File: config.mk
export PLATFORM = sky130hd
export DESIGN_NAME = demux_1to2
export DESIGN_NICKNAME = d
export VERILOG_FILES = /design/src/rtl/demux_pkg.sv /design/src/rtl/stream_buf2.sv /design/src/rtl/demux_1to2.sv
export SDC_FILE = /design/constraint.sdc
export NUM_CORES = 1
export LEC_CHECK = 0
export BUFFER_PORTS_ARGS = -buffer_cell sky130_fd_sc_hd__buf_2
export CORE_MARGIN = 2
export CORE_UTILIZATION = 25
export CTS_CLUSTER_DIAMETER = 200
export DETAILED_ROUTE_END_ITERATION = 8
export SETUP_SLACK_MARGIN = 0.02
export SLEW_MARGIN = 10
export SYNTH_ARGS = -nofsm -noshare
export SYNTH_HDL_FRONTEND = slang
export SYNTH_SLANG_ARGS = --single-unit
File: constraint.sdc
create_clock -name clk -period 4.84 [get_ports clk]
set_input_delay 0.484 -clock clk [delete_from_list [all_inputs] [get_ports clk]]
set_output_delay 0.484 -clock clk [all_outputs]
set_load 0.05 [all_outputs]
File: src/rtl/demux_pkg.sv
// Shared definitions for the 1:2 stream demultiplexer.
//   BUF_DEPTH  : entries per output elastic buffer
//   buf_cnt_t  : fill count type (0..BUF_DEPTH)
//   dest_e     : decoded destination of an input item
//   PERF_CNT_W : width of the optional handshake counters (DEMUX_PERF_CNT_EN)
package demux_pkg;

  localparam int BUF_DEPTH = 2;

  typedef logic [1:0] buf_cnt_t;

  typedef enum logic {
    DEST_OUT0 = 1'b0,
    DEST_OUT1 = 1'b1
  } dest_e;

  localparam int PERF_CNT_W = 32;

endpackage

File: src/rtl/stream_buf2.sv
// Two-entry valid/ready elastic buffer.
// Ports:
//   clk, reset        : clock, asynchronous active-high reset
//   push, push_data   : write request and payload (ignored while full)
//   full              : registered full flag, used by the producer as ready
//   valid, ready, data: consumer side; data is the head entry
// The producer-facing full flag is derived only from the registered count,
// so there is no combinational path from ready to the upstream ready.
module stream_buf2
  import demux_pkg::*;
#(
  parameter int WIDTH = 32
) (
  input  logic             clk,
  input  logic             reset,
  input  logic             push,
  input  logic [WIDTH-1:0] push_data,
  output logic             full,
  output logic             valid,
  input  logic             ready,
  output logic [WIDTH-1:0] data
);

  logic [WIDTH-1:0] mem [BUF_DEPTH];
  logic             wr_ptr;
  logic             rd_ptr;
  buf_cnt_t         count;
  logic             push_ok;
  logic             pop;

  assign full    = (count == buf_cnt_t'(BUF_DEPTH));
  assign valid   = (count != '0);
  assign data    = mem[rd_ptr];
  // A push into a full buffer is dropped even if a pop happens this cycle.
  assign push_ok = push & ~full;
  assign pop     = valid & ready;

  always_ff @(posedge clk or posedge reset) begin
    if (reset) begin
      mem[0] <= '0;
      mem[1] <= '0;
      wr_ptr <= 1'b0;
      rd_ptr <= 1'b0;
      count  <= '0;
    end else begin
      if (push_ok) begin
        mem[wr_ptr] <= push_data;
        wr_ptr      <= ~wr_ptr;
      end
      if (pop) begin
        rd_ptr <= ~rd_ptr;
      end
      case ({push_ok, pop})
        2'b10:   count <= count + 1'b1;
        2'b01:   count <= count - 1'b1;
        default: count <= count;
      endcase
    end
  end

endmodule

File: src/rtl/demux_1to2.sv
// 1:2 stream demultiplexer: steers one valid/ready stream to out0 or out1
// according to in_sel, each output behind a 2-entry elastic buffer
// (1-cycle latency, full throughput, in_ready independent of out*_ready).
// Ports:
//   clk, reset                      : clock, asynchronous active-high reset
//   in_valid/in_ready/in_data/in_sel: input stream and destination select
//   out0_valid/out0_ready/out0_data : channel 0 stream
//   out1_valid/out1_ready/out1_data : channel 1 stream
//   out0_count/out1_count           : completed output handshakes, wrapping
//                                     (only when DEMUX_PERF_CNT_EN is defined)
module demux_1to2
  import demux_pkg::*;
#(
  parameter int WIDTH = 32
) (
  input  logic                  clk,
  input  logic                  reset,
  input  logic                  in_valid,
  output logic                  in_ready,
  input  logic [WIDTH-1:0]      in_data,
  input  logic                  in_sel,
  output logic                  out0_valid,
  input  logic                  out0_ready,
  output logic [WIDTH-1:0]      out0_data,
  output logic                  out1_valid,
  input  logic                  out1_ready,
  output logic [WIDTH-1:0]      out1_data
`ifdef DEMUX_PERF_CNT_EN
  ,
  output logic [PERF_CNT_W-1:0] out0_count,
  output logic [PERF_CNT_W-1:0] out1_count
`endif
);

  dest_e dest;
  logic  full0;
  logic  full1;
  logic  push0;
  logic  push1;

  assign dest     = dest_e'(in_sel);
  // Only the selected channel's fill state matters; the other may be full.
  assign in_ready = (dest == DEST_OUT1) ? ~full1 : ~full0;
  assign push0    = in_valid & in_ready & (dest == DEST_OUT0);
  assign push1    = in_valid & in_ready & (dest == DEST_OUT1);

  stream_buf2 #(.WIDTH(WIDTH)) u_buf0 (
    .clk       (clk),
    .reset     (reset),
    .push      (push0),
    .push_data (in_data),
    .full      (full0),
    .valid     (out0_valid),
    .ready     (out0_ready),
    .data      (out0_data)
  );

  stream_buf2 #(.WIDTH(WIDTH)) u_buf1 (
    .clk       (clk),
    .reset     (reset),
    .push      (push1),
    .push_data (in_data),
    .full      (full1),
    .valid     (out1_valid),
    .ready     (out1_ready),
    .data      (out1_data)
  );

`ifdef DEMUX_PERF_CNT_EN
  logic [PERF_CNT_W-1:0] cnt0;
  logic [PERF_CNT_W-1:0] cnt1;

  // Free-running handshake counters; wrap naturally at all-ones.
  always_ff @(posedge clk or posedge reset) begin
    if (reset) begin
      cnt0 <= '0;
      cnt1 <= '0;
    end else begin
      if (out0_valid & out0_ready) cnt0 <= cnt0 + 1'b1;
      if (out1_valid & out1_ready) cnt1 <= cnt1 + 1'b1;
    end
  end

  assign out0_count = cnt0;
  assign out1_count = cnt1;
`endif

endmodule

After elaboration in Yosys (flattened, before gate mapping)
Index checks and enable logic that the tools add are counted.
{"block": "op_classes", "eq_ne": 6, "n_addsub": 4, "magnitude_cmp": 6, "n_reduce_logical": 6, "n_bitwise": 18, "muxes": 15}
{"op": "$mux W32", "n": 8}
{"op": "$bwmux W64", "n": 2}
{"op": "$demux W32 S1", "n": 2}
{"op": "$eq A2 B2 Y1 const B", "n": 4}
{"op": "$ge A2 B2 Y1 const B", "n": 4}
{"op": "$not A1 Y2", "n": 4}
{"op": "$pmux W2 S2", "n": 2}
{"op": "$reduce_bool A2 Y1", "n": 4}
{"op": "$and A1 B1 Y1", "n": 7}
{"op": "$not A1 Y1", "n": 7}
{"op": "$add A2 B1 Y2 const B", "n": 2}
{"op": "$eq A2 B1 Y1 const B", "n": 2}
{"op": "$lt A2 B1 Y1 const B", "n": 2}
{"op": "$sub A2 B1 Y2 const B", "n": 2}
{"op": "$logic_and A1 B1 Y1", "n": 2}
{"op": "$mux W1", "n": 1}
{"block": "totals", "regBits": 136, "out_inout_bits": 67, "inputBits": 38, "word_cells": 65}

Longest topological paths before layout
{"block": "logic_depth", "ltp_word": 8, "depth_mapped": 6, "ltp_nobuf": 6}

By module
From an unflattened synthesis, not the netlist that was laid out.
{"block": "hier_totals", "cells_unflattened": 383, "area_unflattened_um2": 6304.8}
{"mod": "stream_buf2", "area_per_inst_um2": 3139.3, "n_inst": 2, "cells_per_inst": 190, "seq_area_each_um2": 1701.6}
{"mod": "demux_1to2", "area_per_inst_um2": 26.3, "n_inst": 1, "cells_per_inst": 3, "seq_area_each_um2": 0.0}

Worst setup path after synthesis
Ideal clock, no wire load.
{"block": "synth_path", "kind": "register to output", "startpoint": "register u_buf0.rd_ptr", "endpoint": "output out0_data[0]", "t_arrival_ns": 1.363, "stages_incl_launch_ff": 4, "required_ns": 4.356, "path_slack_ns": 2.993, "path_buffers": 2, "cell_sequence": "dfrtp_1 -> clkbuf_1 -> clkbuf_1 -> mux2_2"}
{"block": "synth_between", "elab_chain_cells": 4}
{"element": "start: declaration", "line": "stream_buf2.sv:26", "text": "logic rd_ptr;"}
{"element": "start signal: assignment", "line": "stream_buf2.sv:51", "text": "rd_ptr <= ~rd_ptr;"}
{"element": "$not A1 Y2 (not written as such)", "line": "stream_buf2.sv:33", "text": "assign data = mem[rd_ptr];"}
{"element": "$mux W32 (not written as such) (3 in series)", "line": "stream_buf2.sv:33"}
{"element": "end: declaration", "line": "demux_1to2.sv:24", "text": "output logic [WIDTH-1:0] out0_data,"}
No other way between the ends. The select of a mux whose other input is x is not followed.

Worst setup path in the final report
{"block": "layout_path", "startpoint": "register u_buf1.rd_ptr", "endpoint": "output out1_data[11]"}
{"block": "layout_between", "elab_chain_cells": 4}
{"element": "start: declaration", "line": "stream_buf2.sv:26"}
{"element": "start signal: assignment", "line": "stream_buf2.sv:51"}
{"element": "$not A1 Y2 (not written as such)", "line": "stream_buf2.sv:33"}
{"element": "$mux W32 (not written as such) (3 in series)", "line": "stream_buf2.sv:33"}
{"element": "end: declaration", "line": "demux_1to2.sv:27", "text": "output logic [WIDTH-1:0] out1_data"}
No other way between the ends. The select of a mux whose other input is x is not followed.

==> flow_summary.yaml <==
outcome:
  status: "completed"
yosys:
  synth_seq_area_share_pct: 56.4
  synth_edf_count: 0
  syn-num-nets: 422
  synth_top_flop_cell: "dfrtp_1"
  synth.distinct_cells: 22
  synth_most_common_cell: "mux2_2"
  synth_seq_cells: 136
  post_synth.cell_area_avg_um2: 15.8
  synth_top_cell_area_share_pct: 56.4
  synthTopCellsByArea: "dfrtp_1 (56%), mux2_2 (29%), mux2_4 (7.5%)"
  ys_warn_count: 0
  yosys.area.top_type: "dfrtp_1"
  synthesis.area_um2: 6040
  async_reset_ff_share_pct: 100
  ys_top_cells_by_count: "mux2_2 (157), dfrtp_1 (136), mux2_4 (30)"
  synthCells: 382
setup_path:
  cp-start-kind: "register"
  worst_r2r_startpoint: "u_buf0.count[0]$_DFFE_PP0P_"
  rr_worst_depth: 4
  path_max_fanout: 33
  worstSetupPathType: "reg -> out"
  cp-end-kind: "primary output"
  arrival_ns: 2.03
  cp.required_ns: 4.36
  startpoint: "u_buf1.rd_ptr$_DFFE_PP0P_"
layout:
  layout-drive-gt1-share_pct: 66.5
  multi_input_area_um2: 2520
  nFillCells: 2362
  antennaDiodeCount: 0
  nNetsFinal: 529
  regArea_um2: 3410
  synthToLayoutAreaGrowth_pct: 23.9
  fin_cells: 821
sta:
  max_freq_ghz: 0.398
  slew_viol_final: 0
  skew_ns: 0.00587
  finalHoldViolations: 0
  max_slew.worst_pin.slew_ns: 0.914
  period_minus_slack_ns: 2.51
  rsz0062_at_grt: "no"
  fin_crit_sh_pct: 51.9
  slew_headroom_pct: 39.1
  fin_setup_tns_ns: 0
  finalSetupViolations: 0
  timing.hold.ws_ns: 0.207
clock_tree:
  clk-insertion-delay-late_ns: 0.41
  clkTransAtPathRegs_ns: 0.06
  cts_tree: "built"
  htreeDepth: 4
  cts_hold_buf: 0
  cts.sinks: 136
  cts-root-buf: "clkbuf_16"
  post_cts_buffers: 0
  cts_made_buffers: 17
  ctsResizeCount: 0
  cts.path.max_buffers: 2
floorplanning:
  row_count: 56
  io_pins: 105
  start_util_pct: 25.6
  core_area_um2: 23600
  fp.dieArea_um2: 25400
  die_y_um: 159
  die_x_um: 159
grt:
  grt_max_degree: 85
  first_global_vias: 3908
  grt_use_total_pct: 10.7
  antenna_found_initial: 0
  grt_pass1_wl_um: 21300
  grt-ovfl-total: 0
placed_design:
  dpl.hpwl_um: 8370
  gp_congestion: 0.682
  dp_cells: 789
  portBuffers: 104
drt:
  ant_nets: 0
  wire_per_inst_um: 15.9
  drtIter0Drc: 107
  via_count: 3464
  drc: 0
  firstDrtPassIters: 4
  wirelength_um: 13100
  viasPerCell: 4.22
run:
  drv_cap: 0
hold_path:
  hp-class: "in -> async"
## area by class of cell
class	count	share of cell area, %
clock inverters	11	1.66
repair buffers	109	7.46
multi-input cells	224	33.7
well taps	319	5.34
clock buffers	21	6.16
inverters	1	0.117
flip-flops and latches	136	45.5
## registers in the layout, summed over array words and instances (netlist names)
register and flops:
u_buf1.count 2, u_buf0.mem 64, u_buf0.wr_ptr 1, u_buf1.wr_ptr 1, u_buf0.count 2, u_buf1.mem 64
u_buf1.rd_ptr 1, u_buf0.rd_ptr 1
## routing by layer
metal	part of all wire (%)	GRT usage, %	vias to the layer above
met4	1.1	3.68	0
li1	-	-	1574
met3	2.9	2.87	6
met5	0	0	-
met2	51	18.0	58
met1	45	13.3	1826
## worst max-delay path, cell delays in order (launching register included)
cell and delay (ns):
dfrtp_2 0.96, mux2_2 0.42, buf_2 0.21
## cells in the final DEF (no fill, tap or decap), drive strengths merged, types with 3 or more instances in the layout
cell / netlist / routed
clkbuf: 8 / 21
xor2: 4 / 4
mux2: 192 / 192
nand2b: 4 / 4
dfrtp: 136 / 136
xnor2: 6 / 6
clkinv: 0 / 3
nor2: 3 / 3
buf: 13 / 109
clkinvlp: 0 / 6
## cells by family after synthesis
| group | after synthesis | synth area share (%) |
|---|---|---|
| buffers and inverters | 22 | 2.05 |
| flip-flops | 136 | 56.4 |
| adder cells (fa/ha/maj) | 2 | 0.414 |
| multiplexers | 192 | 37.7 |
| XOR/XNOR | 10 | 1.45 |
| AO/OA/AOI/OAI | 1 | 0.0828 |
| AND/OR/NAND/NOR | 19 | 1.95 |
## metrics by stage
stage / utilization, % / area [um^2] / worst slack, ns
finish: 31.7 / 7480 / 2.33
global route: 31.7 / 7480 / 2.21
CTS: 31.7 / 7480 / 2.28
detailed placement: 29.2 / 6890 / 2.67
global placement: 29.2 / 6890 / 2.72
floorplan: - / 6040 / 0.717
## worst paths after layout
| kind | end | slack, ns |
|---|---|---|
| min | u_buf1.wr_ptr$_DFFE_PP0N_ | 0.21 |
| min reg2reg | u_buf1.mem[41]$_DFFE_PP0P_ | 0.49 |
| max | out1_data[11] | 2.33 |
| max in group asynchronous | u_buf1.mem[12]$_DFFE_PP0P_ | 3.44 |
| min in group clk | u_buf0.mem[63]$_DFFE_PP0P_ | 0.34 |
| max reg2reg | u_buf0.mem[31]$_DFFE_PP0P_ | 2.88 |
Power is left out: the tool's default activity adds up to more than one toggle a clock period on the data nets, which glitch-free logic cannot reach.
